### config.mk
export PLATFORM = sky130hd
export DESIGN_NAME = dma_desc_queue
export DESIGN_NICKNAME = d
export VERILOG_FILES = /design/src/rtl/dma_pkg.sv /design/src/rtl/dma_desc_fifo.sv /design/src/rtl/dma_desc_queue.sv
export SDC_FILE = /design/constraint.sdc
export NUM_CORES = 1
export LEC_CHECK = 0
export BUFFER_PORTS_ARGS = -buffer_cell sky130_fd_sc_hd__buf_2
export CAP_MARGIN = 20
export CELL_PAD_IN_SITES_DETAIL_PLACEMENT = 0
export CELL_PAD_IN_SITES_GLOBAL_PLACEMENT = 2
export CORE_ASPECT_RATIO = 0.9
export CORE_MARGIN = 5
export CORE_UTILIZATION = 35
export DETAILED_ROUTE_END_ITERATION = 7
export HOLD_SLACK_MARGIN = 0.12
export PLACE_DENSITY_LB_ADDON = 0.1
export SLEW_MARGIN = 15
export SYNTH_ARGS = -nofsm -noshare
export SYNTH_HDL_FRONTEND = slang
export SYNTH_HIERARCHICAL = 1
export SYNTH_SLANG_ARGS = --single-unit
### constraint.sdc
create_clock -name PHI2 -period 5.4 [get_ports PHI2]
set_clock_uncertainty 0.15 [all_clocks]
set_input_delay 0.54 -clock PHI2 [delete_from_list [all_inputs] [get_ports PHI2]]
set_output_delay 0.54 -clock PHI2 [all_outputs]
set_load 0.02 [all_outputs]
### src/rtl/dma_pkg.sv
// dma_pkg: shared definitions for the DMA descriptor queue.
//   - engine register offsets (5-bit engine register port)
//   - CPU-side queue map offsets (commit and status/control)
//   - 80-bit descriptor type, sadd in the low 16 bits so that byte N of the
//     flattened vector is engine register offset N
//   - sequencer state enum and byte-access helpers
package dma_pkg;

    localparam logic [4:0] SADD_L  = 5'h00;
    localparam logic [4:0] SADD_H  = 5'h01;
    localparam logic [4:0] SINC_L  = 5'h02;
    localparam logic [4:0] SINC_H  = 5'h03;
    localparam logic [4:0] DADD_L  = 5'h04;
    localparam logic [4:0] DADD_H  = 5'h05;
    localparam logic [4:0] DINC_L  = 5'h06;
    localparam logic [4:0] DINC_H  = 5'h07;
    localparam logic [4:0] COUNT_L = 5'h08;
    localparam logic [4:0] COUNT_H = 5'h09;

    localparam logic [3:0] COMMIT = 4'hA;
    localparam logic [3:0] STATUS = 4'hB;

    localparam int DESC_BYTES = 10;

    typedef struct packed {
        logic [15:0] count;
        logic [15:0] dinc;
        logic [15:0] dadd;
        logic [15:0] sinc;
        logic [15:0] sadd;
    } desc_t;

    typedef enum logic [2:0] {
        IDLE,
        LOAD,
        WAIT_START,
        WAIT_DONE,
        FINISH
    } seq_state_t;

    // Replay order: count hi goes before count lo because the engine
    // starts on the count-lo write and must already hold the full count.
    function automatic logic [3:0] load_offset(logic [3:0] idx);
        case (idx)
            4'd8:    load_offset = COUNT_H[3:0];
            4'd9:    load_offset = COUNT_L[3:0];
            default: load_offset = idx;
        endcase
    endfunction

    // Byte N of a descriptor; offsets outside the descriptor read as zero.
    function automatic logic [7:0] desc_byte(desc_t d, logic [3:0] off);
        logic [79:0] flat;
        flat = d;
        desc_byte = 8'h00;
        for (int i = 0; i < DESC_BYTES; i++) begin
            if (off == 4'(i)) desc_byte = flat[i*8 +: 8];
        end
    endfunction

    function automatic desc_t desc_set_byte(desc_t d, logic [3:0] off, logic [7:0] b);
        logic [79:0] flat;
        flat = d;
        for (int i = 0; i < DESC_BYTES; i++) begin
            if (off == 4'(i)) flat[i*8 +: 8] = b;
        end
        return desc_t'(flat);
    endfunction

endpackage

### src/rtl/dma_desc_fifo.sv
// dma_desc_fifo: synchronous DEPTH x 80-bit descriptor FIFO, no bypass.
//   clk, rst   : clock, synchronous active-high reset (empties the FIFO)
//   push, din  : write din at the tail when not full
//   pop        : drop the head entry when not empty
//   head       : current head entry (valid while !empty)
//   full, empty: occupancy flags of the current state
//   level      : number of stored entries, 0..DEPTH
module dma_desc_fifo
    import dma_pkg::*;
#(
    parameter int DEPTH = 4
) (
    input  logic                     clk,
    input  logic                     rst,
    input  logic                     push,
    input  logic                     pop,
    input  desc_t                    din,
    output desc_t                    head,
    output logic                     full,
    output logic                     empty,
    output logic [$clog2(DEPTH):0]   level
);

    localparam int AW = $clog2(DEPTH);
    localparam int LW = AW + 1;

    desc_t           mem_q [DEPTH];
    desc_t           mem_d [DEPTH];
    logic [AW-1:0]   wr_ptr_q, wr_ptr_d;
    logic [AW-1:0]   rd_ptr_q, rd_ptr_d;
    logic [LW-1:0]   count_q, count_d;
    logic            do_push, do_pop;

    assign full    = (count_q == LW'(DEPTH));
    assign empty   = (count_q == '0);
    assign head    = mem_q[rd_ptr_q];
    assign level   = count_q;
    assign do_push = push && !full;
    assign do_pop  = pop && !empty;

    // Pointers wrap naturally because DEPTH is a power of two.
    always_comb begin
        mem_d    = mem_q;
        wr_ptr_d = wr_ptr_q;
        rd_ptr_d = rd_ptr_q;
        count_d  = count_q;
        if (do_push) begin
            mem_d[wr_ptr_q] = din;
            wr_ptr_d        = wr_ptr_q + AW'(1);
        end
        if (do_pop) begin
            rd_ptr_d = rd_ptr_q + AW'(1);
        end
        case ({do_push, do_pop})
            2'b10:   count_d = count_q + LW'(1);
            2'b01:   count_d = count_q - LW'(1);
            default: count_d = count_q;
        endcase
    end

    always_ff @(posedge clk) begin
        if (rst) begin
            wr_ptr_q <= '0;
            rd_ptr_q <= '0;
            count_q  <= '0;
        end else begin
            wr_ptr_q <= wr_ptr_d;
            rd_ptr_q <= rd_ptr_d;
            count_q  <= count_d;
        end
    end

    // Storage needs no reset: entries are only read after being written.
    always_ff @(posedge clk) begin
        mem_q <= mem_d;
    end

endmodule

### src/rtl/dma_desc_queue.sv
// dma_desc_queue: CPU-staged descriptor queue feeding the DMA engine's
// register port. The CPU fills a 10-byte staging area, commits it into the
// FIFO, and the sequencer replays each descriptor as engine register writes,
// then waits for the engine to finish before taking the next one.
//   PHI2, RESET          : clock, synchronous active-high reset
//   CS, RWB, ADDR, DIN   : CPU register access (RWB=1 write)
//   DOUT                 : CPU read data, combinational
//   ENG_BUSY             : engine busy (owns the bus)
//   ENG_CS/RWB/ADDR/DATA : registered engine register-write port
//   IRQ                  : DONE && IRQEN
module dma_desc_queue
    import dma_pkg::*;
#(
    parameter int DEPTH = 4
) (
    input  logic       PHI2,
    input  logic       RESET,
    input  logic       CS,
    input  logic       RWB,
    input  logic [3:0] ADDR,
    input  logic [7:0] DIN,
    output logic [7:0] DOUT,
    input  logic       ENG_BUSY,
    output logic       ENG_CS,
    output logic       ENG_RWB,
    output logic [4:0] ENG_ADDR,
    output logic [7:0] ENG_DATA,
    output logic       IRQ
);

    localparam int LW = $clog2(DEPTH) + 1;

    desc_t        staging_q, staging_d;
    logic         irqen_q, irqen_d;
    logic         ovf_q, ovf_d;
    logic         done_q, done_d;
    seq_state_t   state_q, state_d;
    logic [3:0]   idx_q, idx_d;
    logic [1:0]   wd_q, wd_d;
    logic         eng_cs_q, eng_cs_d;
    logic         eng_rwb_q;
    logic [4:0]   eng_addr_q, eng_addr_d;
    logic [7:0]   eng_data_q, eng_data_d;

    logic         cpu_wr, cpu_rd;
    logic         fifo_push, fifo_pop;
    logic         fifo_full, fifo_empty;
    desc_t        fifo_head;
    logic [LW-1:0] fifo_level;
    logic [4:0]   level_ext;
    logic [2:0]   level_sat;
    logic [7:0]   status;
    logic [3:0]   load_off;

    assign cpu_wr    = CS && RWB;
    assign cpu_rd    = CS && !RWB;
    // Full is the pre-pop occupancy, so a commit while full is always dropped.
    assign fifo_push = cpu_wr && (ADDR == COMMIT) && !fifo_full;

    dma_desc_fifo #(.DEPTH(DEPTH)) u_fifo (
        .clk   (PHI2),
        .rst   (RESET),
        .push  (fifo_push),
        .pop   (fifo_pop),
        .din   (staging_q),
        .head  (fifo_head),
        .full  (fifo_full),
        .empty (fifo_empty),
        .level (fifo_level)
    );

    assign level_ext = 5'(fifo_level);
    assign level_sat = (level_ext > 5'd7) ? 3'd7 : level_ext[2:0];
    assign status    = {irqen_q, ovf_q, done_q, fifo_full, fifo_empty, level_sat};

    // CPU read mux; anything that is not staging or status reads as zero.
    always_comb begin
        DOUT = 8'h00;
        if (cpu_rd) begin
            if (ADDR == STATUS) DOUT = status;
            else                DOUT = desc_byte(staging_q, ADDR);
        end
    end

    // CPU-visible registers. The FINISH set of DONE comes after the CPU
    // clear so that a same-cycle completion is never lost.
    always_comb begin
        staging_d = staging_q;
        irqen_d   = irqen_q;
        ovf_d     = ovf_q;
        done_d    = done_q;
        if (cpu_wr && (ADDR < 4'd10)) begin
            staging_d = desc_set_byte(staging_q, ADDR, DIN);
        end
        if (cpu_wr && (ADDR == COMMIT) && fifo_full) begin
            ovf_d = 1'b1;
        end
        if (cpu_wr && (ADDR == STATUS)) begin
            irqen_d = DIN[7];
            if (DIN[6]) ovf_d  = 1'b0;
            if (DIN[5]) done_d = 1'b0;
        end
        if (state_q == FINISH) begin
            done_d = 1'b1;
        end
    end

    // Sequencer next state and registered engine-port values. Address and
    // data hold their last value between bursts; only the strobe drops.
    always_comb begin
        state_d    = state_q;
        idx_d      = idx_q;
        wd_d       = wd_q;
        eng_cs_d   = 1'b0;
        eng_addr_d = eng_addr_q;
        eng_data_d = eng_data_q;
        fifo_pop   = 1'b0;
        load_off   = load_offset(idx_q);
        case (state_q)
            IDLE: begin
                if (!fifo_empty && !ENG_BUSY) begin
                    state_d = LOAD;
                    idx_d   = 4'd0;
                end
            end
            LOAD: begin
                eng_cs_d   = 1'b1;
                eng_addr_d = {1'b0, load_off};
                eng_data_d = desc_byte(fifo_head, load_off);
                if (idx_q == 4'd9) begin
                    fifo_pop = 1'b1;
                    wd_d     = 2'd0;
                    // A zero count never starts the engine, so skip the wait.
                    state_d  = (fifo_head.count == 16'h0000) ? FINISH : WAIT_START;
                end else begin
                    idx_d = idx_q + 4'd1;
                end
            end
            WAIT_START: begin
                if (ENG_BUSY) begin
                    state_d = WAIT_DONE;
                end else if (wd_q == 2'd3) begin
                    state_d = FINISH;
                end else begin
                    wd_d = wd_q + 2'd1;
                end
            end
            WAIT_DONE: begin
                if (!ENG_BUSY) state_d = FINISH;
            end
            FINISH: begin
                state_d = IDLE;
            end
            default: begin
                state_d = IDLE;
            end
        endcase
    end

    always_ff @(posedge PHI2) begin
        if (RESET) begin
            staging_q  <= '0;
            irqen_q    <= 1'b0;
            ovf_q      <= 1'b0;
            done_q     <= 1'b0;
            state_q    <= IDLE;
            idx_q      <= 4'd0;
            wd_q       <= 2'd0;
            eng_cs_q   <= 1'b0;
            eng_rwb_q  <= 1'b0;
            eng_addr_q <= 5'd0;
            eng_data_q <= 8'h00;
        end else begin
            staging_q  <= staging_d;
            irqen_q    <= irqen_d;
            ovf_q      <= ovf_d;
            done_q     <= done_d;
            state_q    <= state_d;
            idx_q      <= idx_d;
            wd_q       <= wd_d;
            eng_cs_q   <= eng_cs_d;
            eng_rwb_q  <= eng_cs_d;
            eng_addr_q <= eng_addr_d;
            eng_data_q <= eng_data_d;
        end
    end

    assign ENG_CS   = eng_cs_q;
    assign ENG_RWB  = eng_rwb_q;
    assign ENG_ADDR = eng_addr_q;
    assign ENG_DATA = eng_data_q;
    assign IRQ      = done_q && irqen_q;

endmodule

==> flow_summary.json <==
{
  "outcome": "finished clean",
  "track_usage_pct": 18.6,
  "rows": 79,
  "finalWirelength_um": 53100,
  "setup_tns_ns": 0,
  "cts_setup_buffers": 0,
  "instances_no_fill": 1950,
  "worstHoldPathType": "primary input to flip-flop",
  "yosysSeqAreaShare_pct": 65.3,
  "insertion_delay_ns": 0.59,
  "antenna_found_initial": 0,
  "power.leakage_nw": 7.48,
  "cp_data_required_time_ns": 5.76,
  "cp.arrival_ns": 3.87,
  "max_freq_ghz": 0.285,
  "whs_ns": 0.209,
  "numCtsBuffers": 47,
  "place_hpwl_um": 35700,
  "rsz0062_at_grt": "false",
  "endpoint_kind": "flip-flop",
  "pre_cts_ws_ns": 1.52,
  "synth_edf_count": 320,
  "die_w_um": 250,
  "drt_pass1_iterations": 5,
  "first_global_vias": 10526,
  "syn_area_mm2": 0.0182,
  "nNetsFinal": 1253,
  "clockRootBuffer": "clkbuf_16",
  "ys_ff_latch": 432,
  "io_pins": 41,
  "die_y_um": 226,
  "placedCellCount": 1863,
  "crit_fanout": 16,
  "drt_iter0_drc": 842,
  "clk_pin_slew_worst_paths_ns": 0.06,
  "syn_inst": 1188,
  "gp_congestion": 0.816,
  "power_density_mw_per_mm2": 341,
  "area_growth_pct": 13.6,
  "overflow": 0,
  "grt_start_max_net_pins": 91,
  "hold_violations": 0,
  "synth-async-reset-ratio_pct": 0,
  "drc": 0,
  "port_buffers": 39,
  "postCtsHoldBufs": 0,
  "detail-route-antenna-nets": 0,
  "cts_sinks": 432,
  "postPlaceCellArea_mm2": 0.0190,
  "vdd_drop_max_v": 0.000229,
  "cts_tree": "done",
  "min_period_ns": 3.51,
  "setup_ws_ns": 1.89,
  "maxSlewHeadroom_pct": 29.3,
  "synth.distinct_cells": 77,
  "setup_viol": 0,
  "final_cell_area_mm2": 0.0206,
  "drive_gt1_share_pct": 17.8,
  "synth_area_per_cell_um2": 15.3,
  "wl_per_cell_um": 27.3,
  "viasPerCell": 5.41,
  "fin_crit_sh_pct": 65.0,
  "synth-main-ff-cell": "edfxtp_1",
  "fillers": 4776,
  "max_slew.worst_pin.slew_ns": 1.06,
  "grt_pass1_wl_um": 76800,
  "dieArea_mm2": 0.0565,
  "core_region_area_mm2": 0.0515,
  "synth_nets": 1217,
  "vias": 10558,
  "cts_resized": 0,
  "maxCapViolations": 0,
  "yosys_warnings": 6,
  "start_util_pct": 35.3,
  "cts.path.max_buffers": 3,
  "drv_slew": 0,
  "htree_levels": 2,
  "crit_type": "flip-flop to flip-flop",
  "critPathLaunchType": "flip-flop"
}
-- synthesized netlist by cell type (all sizes together) (4+ instances only) --
cell type  count  area [um2]
mux2           6        67.6
nor3b          4        35.0
nand2         62         243
clkbuf        24        91.3
a21oi         72         360
o2111ai        6        52.6
dfxtp        112        2240
edfxtp       320        9610
and2          10        62.6
a31oi          4        25.0
a22oi         21         158
a221o          8        80.1
nor2         118         473
nor2b          6        45.0
or2            6        37.5
a221oi         4        35.0
mux4          88        2130
buf           49         352
a32oi          6        52.6
a211oi         8        60.1
o21a          13        97.6
nand2b        10        62.6
nand3         40         205
ha            11         138
inv           15        56.3
nor3          11        88.8
o22ai         10        62.6
o21ai         28         144
mux2i         53         531
o221ai         6        52.6
o2bb2ai        7        61.3
nor4          13         111
-- layer usage --
layer | vias up | track usage [%] | share of wire (%) | wire (um)
met5 | - | 0 | 0 | 0
met4 | 0 | 5.26 | 2.6 | 1360
met2 | 245 | 27.3 | 44 | 23200
li1 | 4756 | - | - | -
met1 | 5482 | 28.9 | 49 | 26200
met3 | 75 | 2.67 | 4.5 | 2380
-- metrics by stage --
step | total power, mW | utilization (%)
after global placement | 3.75 | 36.9
after CTS | 7.13 | 40.0
after global routing | 7.27 | 40.0
after detailed placement | 3.75 | 36.9
after floorplan | 3.70 | -
final | 7.03 | 40.0
-- sequential cells by signal (all words and copies together) (netlist names) --
register	count
ovf_q	1
idx_q	4
staging_q	80
u_fifo/mem_q	320
u_fifo/level	3
state_q	3
ENG_RWB	1
u_fifo/rd_ptr_q	2
irqen_q	1
ENG_ADDR	4
u_fifo/wr_ptr_q	2
wd_q	2
done_q	1
ENG_DATA	8
-- worst max-delay path, cell delays in order, from the launching register on --
cell	delay, ns
dfxtp_1	0.53
inv_1	0.20
ha_1	0.27
nand3b_1	0.29
nor2_1	0.49
o31ai_1	0.20
inv_1	0.09
ha_1	0.18
inv_1	0.06
fa_1	0.38
xor2_1	0.16
or3_1	0.30
a21oi_1	0.13
-- cells by family (layout without fill, tap and decap cells) --
kind of cell / Yosys count / in the layout / share of synthesized area [%]
mux: 147 / 147 / 15.0
simple gates: 295 / 295 / 8.31
compound gates: 207 / 207 / 7.47
other cells: 1 / 3 / 0.0207
buf+inv: 89 / 161 / 2.77
fa+ha+maj: 12 / 12 / 0.868
flops: 432 / 432 / 65.3
xor+xnor: 5 / 5 / 0.241
-- power breakdown --
part / switching (mW) / total (mW) / internal, mW
Clock: 1.33 / 3.35 / 2.02
Sequential: 0.0130 / 3.54 / 3.53
Combinational: 0.102 / 0.139 / 0.0372
-- cell type report --
class                      count  area (um2)  share of cell area (%)
sequential                   432       11900                    57.5
multi-input combinational    667        5810                    28.2
clock buffer                  60        1360                    6.60
tap                          688         861                    4.18
timing repair buffer          60         393                    1.91
clock inverter                25         270                    1.31
inverter                      16        60.1                   0.291
antenna                        2        5.00                  0.0243
-- worst paths after layout --
check	startpoint	endpoint	slack [ns]	cells past startpoint
worst max-delay path	idx_q[1]	u_fifo/level[2]	1.89	12
worst min-delay path	ENG_BUSY	state_q[1]	0.21	3
worst max register to register	idx_q[1]	u_fifo/level[2]	1.89	12
worst min register to register	ENG_ADDR[2]	ENG_ADDR[2]	0.30	2
-- cell usage in the layout, fill, tap and decap left out, types with 6 or more instances in the layout --
cell type,count
edfxtp_1,320
a32oi_1,6
nand3_1,39
buf_4,19
clkbuf_16,52
inv_1,14
a211oi_1,8
clkinv_2,12
nor2_1,112
a21oi_1,72
nand2b_1,10
o221ai_1,6
o21ai_0,21
nor4_1,11
o21a_1,13
o22ai_1,10
mux4_2,48
a221o_1,8
nand2_1,60
nor3_1,8
o21ai_1,6
a22oi_1,21
buf_2,38
mux2_2,6
ha_1,11
o2bb2ai_1,7
and2_1,6
dfxtp_1,110
mux2i_1,53
o2111ai_1,6
mux4_1,40
Note: power is estimated with default switching activity, not from simulation.
